===== config.mk =====
export PLATFORM = sky130hd
export DESIGN_NAME = wheel_speed_pi
export DESIGN_NICKNAME = d
export VERILOG_FILES = /design/src/rtl/wheel_ctrl_pkg.sv /design/src/rtl/pwm_gen.sv /design/src/rtl/wheel_speed_pi.sv
export SDC_FILE = /design/constraint.sdc
export NUM_CORES = 1
export LEC_CHECK = 0
export BUFFER_PORTS_ARGS = -buffer_cell sky130_fd_sc_hd__buf_4
export CAP_MARGIN = 20
export CORE_UTILIZATION = 50
export DETAILED_ROUTE_END_ITERATION = 8
export PLACE_DENSITY_LB_ADDON = 0.12
export REMOVE_ABC_BUFFERS = 1
export SYNTH_ARGS = -nofsm -noshare
export SYNTH_HDL_FRONTEND = slang
export SYNTH_SLANG_ARGS = --single-unit

===== constraint.sdc =====
create_clock -name clk -period 8.3 [get_ports clk]
set_clock_uncertainty 0.05 [all_clocks]
set_input_delay 2.49 -clock clk [delete_from_list [all_inputs] [get_ports clk]]
set_output_delay 2.49 -clock clk [all_outputs]
set_load 0.05 [all_outputs]

===== src/rtl/wheel_ctrl_pkg.sv =====
// Shared types, encoder word layout and saturation helper for the wheel speed PI loop.
package wheel_ctrl_pkg;

    typedef enum logic [2:0] {IDLE, ERR, INTEG, MUL, OUT} state_t;

    localparam int unsigned ENC_DIR_BIT   = 16;
    localparam int unsigned ENC_SPEED_MSB = 15;
    localparam int unsigned SUM_W         = 34;

    function automatic logic signed [SUM_W-1:0] sat_s(input logic signed [SUM_W-1:0] x,
                                                      input logic signed [SUM_W-1:0] lo,
                                                      input logic signed [SUM_W-1:0] hi);
        if (x > hi) return hi;
        if (x < lo) return lo;
        return x;
    endfunction

endpackage


===== src/rtl/pwm_gen.sv =====
// Sign/magnitude PWM generator; the duty command is only adopted at the period boundary.
module pwm_gen #(
    parameter int unsigned PWM_PERIOD = 1000
) (
    input  logic        clk,
    input  logic        reset,
    input  logic        enable,
    input  logic [15:0] duty_cmd,
    output logic        pwm_out,
    output logic        dir_out
);

    localparam int unsigned CW = (PWM_PERIOD > 1) ? $clog2(PWM_PERIOD) : 1;

    logic [CW-1:0]      cnt_q;
    logic signed [15:0] duty_act_q;
    logic [15:0]        mag;
    logic               wrap;

    assign wrap = (cnt_q == CW'(PWM_PERIOD - 1));

    always_ff @(posedge clk) begin
        if (reset) begin
            cnt_q      <= '0;
            duty_act_q <= '0;
        end else begin
            cnt_q <= wrap ? '0 : cnt_q + CW'(1);
            if (!enable) begin
                duty_act_q <= '0;
            end else if (wrap) begin
                duty_act_q <= duty_cmd;
            end
        end
    end

    always_comb begin
        mag     = duty_act_q[15] ? 16'(-duty_act_q) : duty_act_q;
        // Gating with enable drops the output in the same cycle the loop is disabled.
        pwm_out = enable && (32'(cnt_q) < 32'(mag));
        dir_out = !duty_act_q[15];
    end

endmodule


===== src/rtl/wheel_speed_pi.sv =====
// Per-wheel PI speed loop: samples the encoder word on the window tick, runs a
// five-step saturating PI computation and drives a PWM/direction pair.
module wheel_speed_pi
    import wheel_ctrl_pkg::*;
#(
    parameter int unsigned SAMPLE_PERIOD = 250000,
    parameter int unsigned PWM_PERIOD    = 1000,
    parameter int unsigned SHIFT         = 8,
    parameter int unsigned INT_LIM       = 32767
) (
    input  logic        clk,
    input  logic        reset,
    input  logic [31:0] enc_in,
    input  logic        enable,
    input  logic [15:0] setpoint,
    input  logic [7:0]  kp,
    input  logic [7:0]  ki,
    output logic        pwm_out,
    output logic        dir_out,
    output logic        sat,
    output logic        sample_tick
);

    localparam int unsigned SCW = (SAMPLE_PERIOD > 1) ? $clog2(SAMPLE_PERIOD) : 1;

    localparam logic signed [SUM_W-1:0] ERR_HI = 34'sd32767;
    localparam logic signed [SUM_W-1:0] ERR_LO = -34'sd32768;
    localparam logic signed [SUM_W-1:0] INT_HI = 34'(INT_LIM);
    localparam logic signed [SUM_W-1:0] INT_LO = -INT_HI;
    localparam logic signed [SUM_W-1:0] PWM_HI = 34'(PWM_PERIOD);
    localparam logic signed [SUM_W-1:0] PWM_LO = -PWM_HI;

    state_t                   state_q, state_d;
    logic [SCW-1:0]           samp_cnt_q;
    logic signed [16:0]       meas_q, meas_d;
    logic signed [15:0]       sp_q, sp_d;
    logic signed [15:0]       err_q, err_d;
    logic signed [15:0]       integ_q, integ_d;
    logic signed [SUM_W-1:0]  sum_q, sum_d;
    logic signed [15:0]       duty_cmd_q, duty_cmd_d;
    logic                     sat_q, sat_d;

    logic signed [16:0]       speed_pos;
    logic signed [24:0]       p_prod, i_prod;
    logic signed [SUM_W-1:0]  wide, u;

    logic unused_enc;
    assign unused_enc = ^enc_in[31:17];

    assign sample_tick = (samp_cnt_q == SCW'(SAMPLE_PERIOD - 1));
    assign speed_pos   = signed'({1'b0, enc_in[ENC_SPEED_MSB:0]});
    assign sat         = sat_q;

    always_ff @(posedge clk) begin
        if (reset) begin
            state_q    <= IDLE;
            samp_cnt_q <= '0;
            meas_q     <= '0;
            sp_q       <= '0;
            err_q      <= '0;
            integ_q    <= '0;
            sum_q      <= '0;
            duty_cmd_q <= '0;
            sat_q      <= 1'b0;
        end else begin
            state_q    <= state_d;
            samp_cnt_q <= sample_tick ? '0 : samp_cnt_q + SCW'(1);
            meas_q     <= meas_d;
            sp_q       <= sp_d;
            err_q      <= err_d;
            integ_q    <= integ_d;
            sum_q      <= sum_d;
            duty_cmd_q <= duty_cmd_d;
            sat_q      <= sat_d;
        end
    end

    always_comb begin
        state_d    = state_q;
        meas_d     = meas_q;
        sp_d       = sp_q;
        err_d      = err_q;
        integ_d    = integ_q;
        sum_d      = sum_q;
        duty_cmd_d = duty_cmd_q;
        sat_d      = sat_q;
        p_prod     = '0;
        i_prod     = '0;
        wide       = '0;
        u          = '0;

        if (!enable) begin
            state_d    = IDLE;
            integ_d    = '0;
            duty_cmd_d = '0;
            sat_d      = 1'b0;
        end else begin
            unique case (state_q)
                IDLE: begin
                    if (sample_tick) begin
                        meas_d  = enc_in[ENC_DIR_BIT] ? speed_pos : -speed_pos;
                        sp_d    = setpoint;
                        state_d = ERR;
                    end
                end
                ERR: begin
                    wide    = sat_s(34'(sp_q) - 34'(meas_q), ERR_LO, ERR_HI);
                    err_d   = wide[15:0];
                    state_d = INTEG;
                end
                INTEG: begin
                    // Anti-windup: stop integrating while the output is pinned in the
                    // direction the error would push it further.
                    if (!(sat_q && (err_q[15] == duty_cmd_q[15]))) begin
                        wide    = sat_s(34'(integ_q) + 34'(err_q), INT_LO, INT_HI);
                        integ_d = wide[15:0];
                    end
                    state_d = MUL;
                end
                MUL: begin
                    p_prod  = 25'(signed'({1'b0, kp})) * 25'(err_q);
                    i_prod  = 25'(signed'({1'b0, ki})) * 25'(integ_q);
                    sum_d   = 34'(p_prod) + 34'(i_prod);
                    state_d = OUT;
                end
                OUT: begin
                    u          = sum_q >>> SHIFT;
                    wide       = sat_s(u, PWM_LO, PWM_HI);
                    duty_cmd_d = wide[15:0];
                    sat_d      = (wide != u);
                    state_d    = IDLE;
                end
                default: state_d = IDLE;
            endcase
        end
    end

    pwm_gen #(
        .PWM_PERIOD(PWM_PERIOD)
    ) u_pwm (
        .clk     (clk),
        .reset   (reset),
        .enable  (enable),
        .duty_cmd(duty_cmd_q),
        .pwm_out (pwm_out),
        .dir_out (dir_out)
    );

    tick_in_idle: assert property (@(posedge clk) disable iff (reset)
        (sample_tick && enable) |-> (state_q == IDLE));

endmodule


* Word level (Yosys, flattened, before mapping)
Index checks and enable logic that the tools add are counted.
** Storage, ports and cells
- Register bits after elaboration :: 155
- Output and inout port bits :: 4
** Operators by class
- Add/sub/neg operators :: 7
- Multipliers :: 2
- Order comparisons :: 7
- Equal/unequal tests :: 9
- Multiplexer cells :: 41
- Bitwise gates (word level) :: 2
- Reductions and logical operators :: 11
** Operators with widths (count)
- 34-bit two-way mux :: 6
- 16-bit two-way mux :: 9
- 9-bit by 16-bit multiplier with 25-bit output :: 2
- 34-bit by 18-bit inequality test with 1-bit output :: 1
- 25-bit by 25-bit adder with 26-bit output :: 1
- 1-bit two-way mux :: 23
- 18-bit by 1-bit adder with 18-bit output, second input constant :: 1
- 18-bit equality test, second input constant :: 1
- 18-bit by 11-bit > comparator with 1-bit output, second input constant :: 1
- 18-bit by 16-bit > comparator with 1-bit output, second input constant :: 1
- 18-bit by 11-bit < comparator with 1-bit output, second input constant :: 1
- 18-bit by 16-bit < comparator with 1-bit output, second input constant :: 1
- 16-bit by 17-bit subtractor with 18-bit output :: 1
- 16-bit by 16-bit adder with 17-bit output :: 1
- 17-bit by 16-bit > comparator with 1-bit output, second input constant :: 1
- 17-bit by 16-bit < comparator with 1-bit output, second input constant :: 1
- 17-bit two-way mux :: 1
- 16-bit negator with 17-bit output :: 1
- 10-bit by 16-bit < comparator with 1-bit output :: 1
- 16-bit negator :: 1
- 3-bit one-hot mux with 4 select lines :: 1
- 10-bit by 1-bit adder with 10-bit output, second input constant :: 1
- 10-bit equality test, second input constant :: 1
- 3-bit by 2-bit equality test with 1-bit output, second input constant :: 2
- 12 further kinds :: 18

* Depth between registers and ports, before layout
- Depth after elaboration :: 12
- Mapped depth :: 22
- Mapped depth without buffers :: 21

* Modules after synthesis
From an unflattened synthesis, not the netlist that was laid out.
** Second synthesis, totals
- Cells, all modules :: 1954
- Area total of the unflattened synthesis :: 17015.1 sq um
** By module, submodules not included
- wheel_speed_pi :: instances 1, cells an instance 1801, area each 15554.9 sq um
- pwm_gen :: instances 1, cells an instance 153, area each 1460.2 sq um

* Worst setup path before layout
No wires, ideal clock.
- Path type :: in2reg
- Start :: in ki[5]
- End :: reg sum_q[23]
- Setup time :: 0.122 ns
- Data arrival time :: 7.794 ns
- Required time :: 8.128 ns
- Setup slack :: 0.334 ns
- Cell stages on the path :: 20
- Buffers on the path :: 1
- Cell sequence :: clkbuf_1 nand2_1 fa_1 inv_1 fa_1 fa_1 fa_1 fa_1 inv_1 fa_1 inv_1 ha_1 a21oi_1 o21ai_0 a21oi_1 o31ai_1 o31a_1 a221o_1 xnor2_1 o21ai_0
** Between the ends
- Longest elaborated chain between the ends :: 2
** RTL lines
- start: declaration :: line wheel_speed_pi.sv:17 : input logic [7:0] ki,
- 9-bit by 16-bit multiplier with 25-bit output :: line wheel_speed_pi.sv:122 : i_prod = 25'(signed'({1'b0, ki})) * 25'(integ_q);
- 25-bit by 25-bit adder with 26-bit output :: line wheel_speed_pi.sv:123 : sum_d = 34'(p_prod) + 34'(i_prod);
- end signal: assignment :: line wheel_speed_pi.sv:72 : sum_q <= sum_d;
- end: declaration :: line wheel_speed_pi.sv:39 : logic signed [SUM_W-1:0] sum_q, sum_d;
No other way between the ends.
A chain may end at the register's enable or synchronous reset.

* Worst setup path after layout
- Start :: in ki[5]
- End :: reg, netlist name sum_q[25]
** Between the ends
- Longest elaborated chain between the ends :: 2
** RTL lines (line)
- 9-bit by 16-bit multiplier with 25-bit output :: wheel_speed_pi.sv:122
- 25-bit by 25-bit adder with 26-bit output :: wheel_speed_pi.sv:123
No other way between the ends.

==> run summary <==
Setup Buffers After CTS: 0
Clock Sinks: 147
Status: complete, no violations
# setup viols final: 0
Avg Cell Area, Syn: 8.404 µm²
Worst Tran Pin Value: 1.102 ns
Core box area: 33870 µm²
Die height: 188.5 µm
Crit path DAT: 8.15 ns
Initial antenna violation count: 0
Critical-path cell list: buf_4 > and2_1 > fa_1 > inv_1 > fa_1 > inv_1 > fa_1 > fa_1 > fa_1 > inv_1 > fa_1 > inv_1 > ha_1 > a21oi_1 > o21ai_0 > a2bb2oi_1 > nand3_1 > a31oi_1 > o21ai_0 > xnor2_1 > a21oi_1
Max VDD drop: 159.9 µV
RePlAce Congestion: 0.8533
HPWL after DPL: 31.41 mm
Clk buf depth: 2
Share of layout cells above drive strength 1: 5.435%
Post-synth EDFFs: 0
Worst path max stage delay: 0.55 ns
Crit Path Category: primary input to register
Syn-to-layout area delta: 7.524%
Crit-path slowest cell: fa_1
Largest area contributor in the netlist: fa_1
Post-synthesis instance total: 2070
First-pass iteration count of the detailed router: 5
Area contributors post-synth: fa_1, dfxtp_1, ha_1, inv_1, nand2_1
CTS tree: built
Power after layout: 1.573 mW
Post-DR wirelength/cell: 15.38 µm
Slew Limit Fails: 0
Row count: 67
RSZ-0062 raised after global routing: no
Relative slew slack: 26.56%
Data required time of the worst path: 8.54 ns
Crit. End Element: register
CTS buffer count: 17
Drc violations: 0
Antenna cell count: 0
Max Freq: 0.1265 GHz
Initial Utilization: 51.36%
Startpoint Class: primary input
Synth warn: 0
Reg clk slew, reported paths: 0.07 ns
DRT iter0 DRCs: 642
Fin. Hold Viols: 0
Largest net degree at the start of global routing: 68
Setup TNS: 0 ns
Mapped Area: 17400 µm²
Post-synthesis sequential area ratio: 16.92%
Worst hold path type: register to register
Top FF cell, synth: dfxtp_1
Crit-path most repeated cell: fa_1
Total GRT Usage: 23.45%
I/O Pins: 71
Quantity of hold-fixing buffers added after cts: 0
Port Buf Inserts: 55
Max cap viols: 0
Commonest non-fill, non-tap cells in the layout: inv_1, nand2_1, fa_1
P_leak: 8.671 nW
Routed WL: 38.87 mm
Ys async rst share: 0%
Clk_lat worst skew: 0.44 ns
CP max FO: 13
Final nets: 2517
Crit share post-route: 95.25%
PostCTS Resize Cnt: 0
Unique masters post-synth: 71
Dpl cells: 2494
First-pass GRT wire length: 66.87 mm
PD cells: 84.09 nW/µm²
Root buf cell: clkbuf_16
Grt ovf: 0
Min Tclk post-route: 7.906 ns
H-tree Lvls: 4
Post-synthesis register bit count: 147
Fin cells: 2527
Commonest non-fill, non-tap cell in the layout: inv_1
Vias per inst: 5.345
Vias post-DR: 13510
Vias in the first global route: 13740
Final ANT Viol Nets: 0
Top cell type's share of synthesized area: 28.77%
Die width: 188.5 µm
Full die area: 35540 µm²
## synth_stat cells, types with 7 or more instances
library cell,number
ha_1,134
nor3_1,23
buf_1,7
nand4_1,14
nand3_1,33
inv_1,344
nor4_1,7
a31oi_1,21
a211oi_1,17
xnor2_1,47
nand2_1,323
clkbuf_1,75
o211ai_1,11
nor2_1,94
o21ai_0,74
dfxtp_1,147
and3_1,10
nand2b_1,14
o21ai_1,8
and2_1,98
a21oi_1,129
maj3_1,14
or3_1,14
fa_1,250
a21o_1,22
xor2_1,42
## worst max-delay path, delay by kind of cell
kind | cells | cell delay, ns
fa+ha+maj | 7 | 3.46
xor+xnor | 1 | 0.21
buf+inv | 5 | 0.38
simple gates | 2 | 0.40
compound gates | 6 | 1.23
## where the power goes
group	internal [mW]	switching, mW	leakage (nW)
clock network	0.404	0.377	0.285
logic	0.0292	0.0530	7.20
registers	0.707	0.00233	1.18
total	1.14	0.433	8.67
## final timing paths
kind / from / to / slack [ns] / cells past startpoint
worst max register to register: err_q[7] / sum_q[25] / 1.95 / 19
worst max-delay path: ki[5] / sum_q[25] / 0.39 / 21
worst min-delay path: meas_q[15] / meas_q[15] / 0.40 / 2
worst min register to register: meas_q[15] / meas_q[15] / 0.40 / 2
## through the flow
| step | area, µm² | util (%) | setup slack (ns) | hold WS (ns) |
|---|---|---|---|---|
| floorplan | 17060 | - | 0.5223 | 0.3752 |
| global placement | 18100 | 53.43 | 0.06161 | 0.3919 |
| detailed placement | 18100 | 53.43 | 0.01468 | 0.3959 |
| CTS | 18680 | 55.15 | 0.4412 | 0.4031 |
| global route | 18700 | 55.23 | 0.1485 | 0.4256 |
| finish | 18700 | 55.23 | 0.3941 | 0.4014 |
## layer usage
metal	global-route usage, %	vias to the layer above	share of wire (%)
li1	-	6586	-
met1	30.59	6603	44
met2	40.70	261	49
met3	2.645	58	4.0
met4	7.165	0	2.8
met5	0	-	0
## area by class of cell
class                           count  area (µm²)
Tap cell                          448       560.5
Clock buffer                       17       425.4
Timing Repair Buffer               64       498.0
Multi-Input combinational cell   1492       12830
Inverter                          344        1291
Sequential cell                   147        2943
Fill cell                        3217       15160
Clock inverter                     15       157.7
## cell families after synthesis
| group | share of synthesized area [%] |
|---|---|
| mux | 0.2302 |
| xor+xnor | 4.481 |
| compound gates | 11.81 |
| buf+inv | 9.351 |
| simple gates | 18.00 |
| flops | 16.92 |
| fa+ha+maj | 39.21 |
## registers in the layout, summed over array words and instances (netlist names)
register and cells:
duty_cmd_q 16, err_q 16, integ_q 16, meas_q 17, samp_cnt_q 18, sat 1, sp_q 16, state_q 3
sum_q 18, u_pwm.cnt_q 10, u_pwm.duty_act_q 16
No activity file was read; power rests on OpenSTA's default activity.
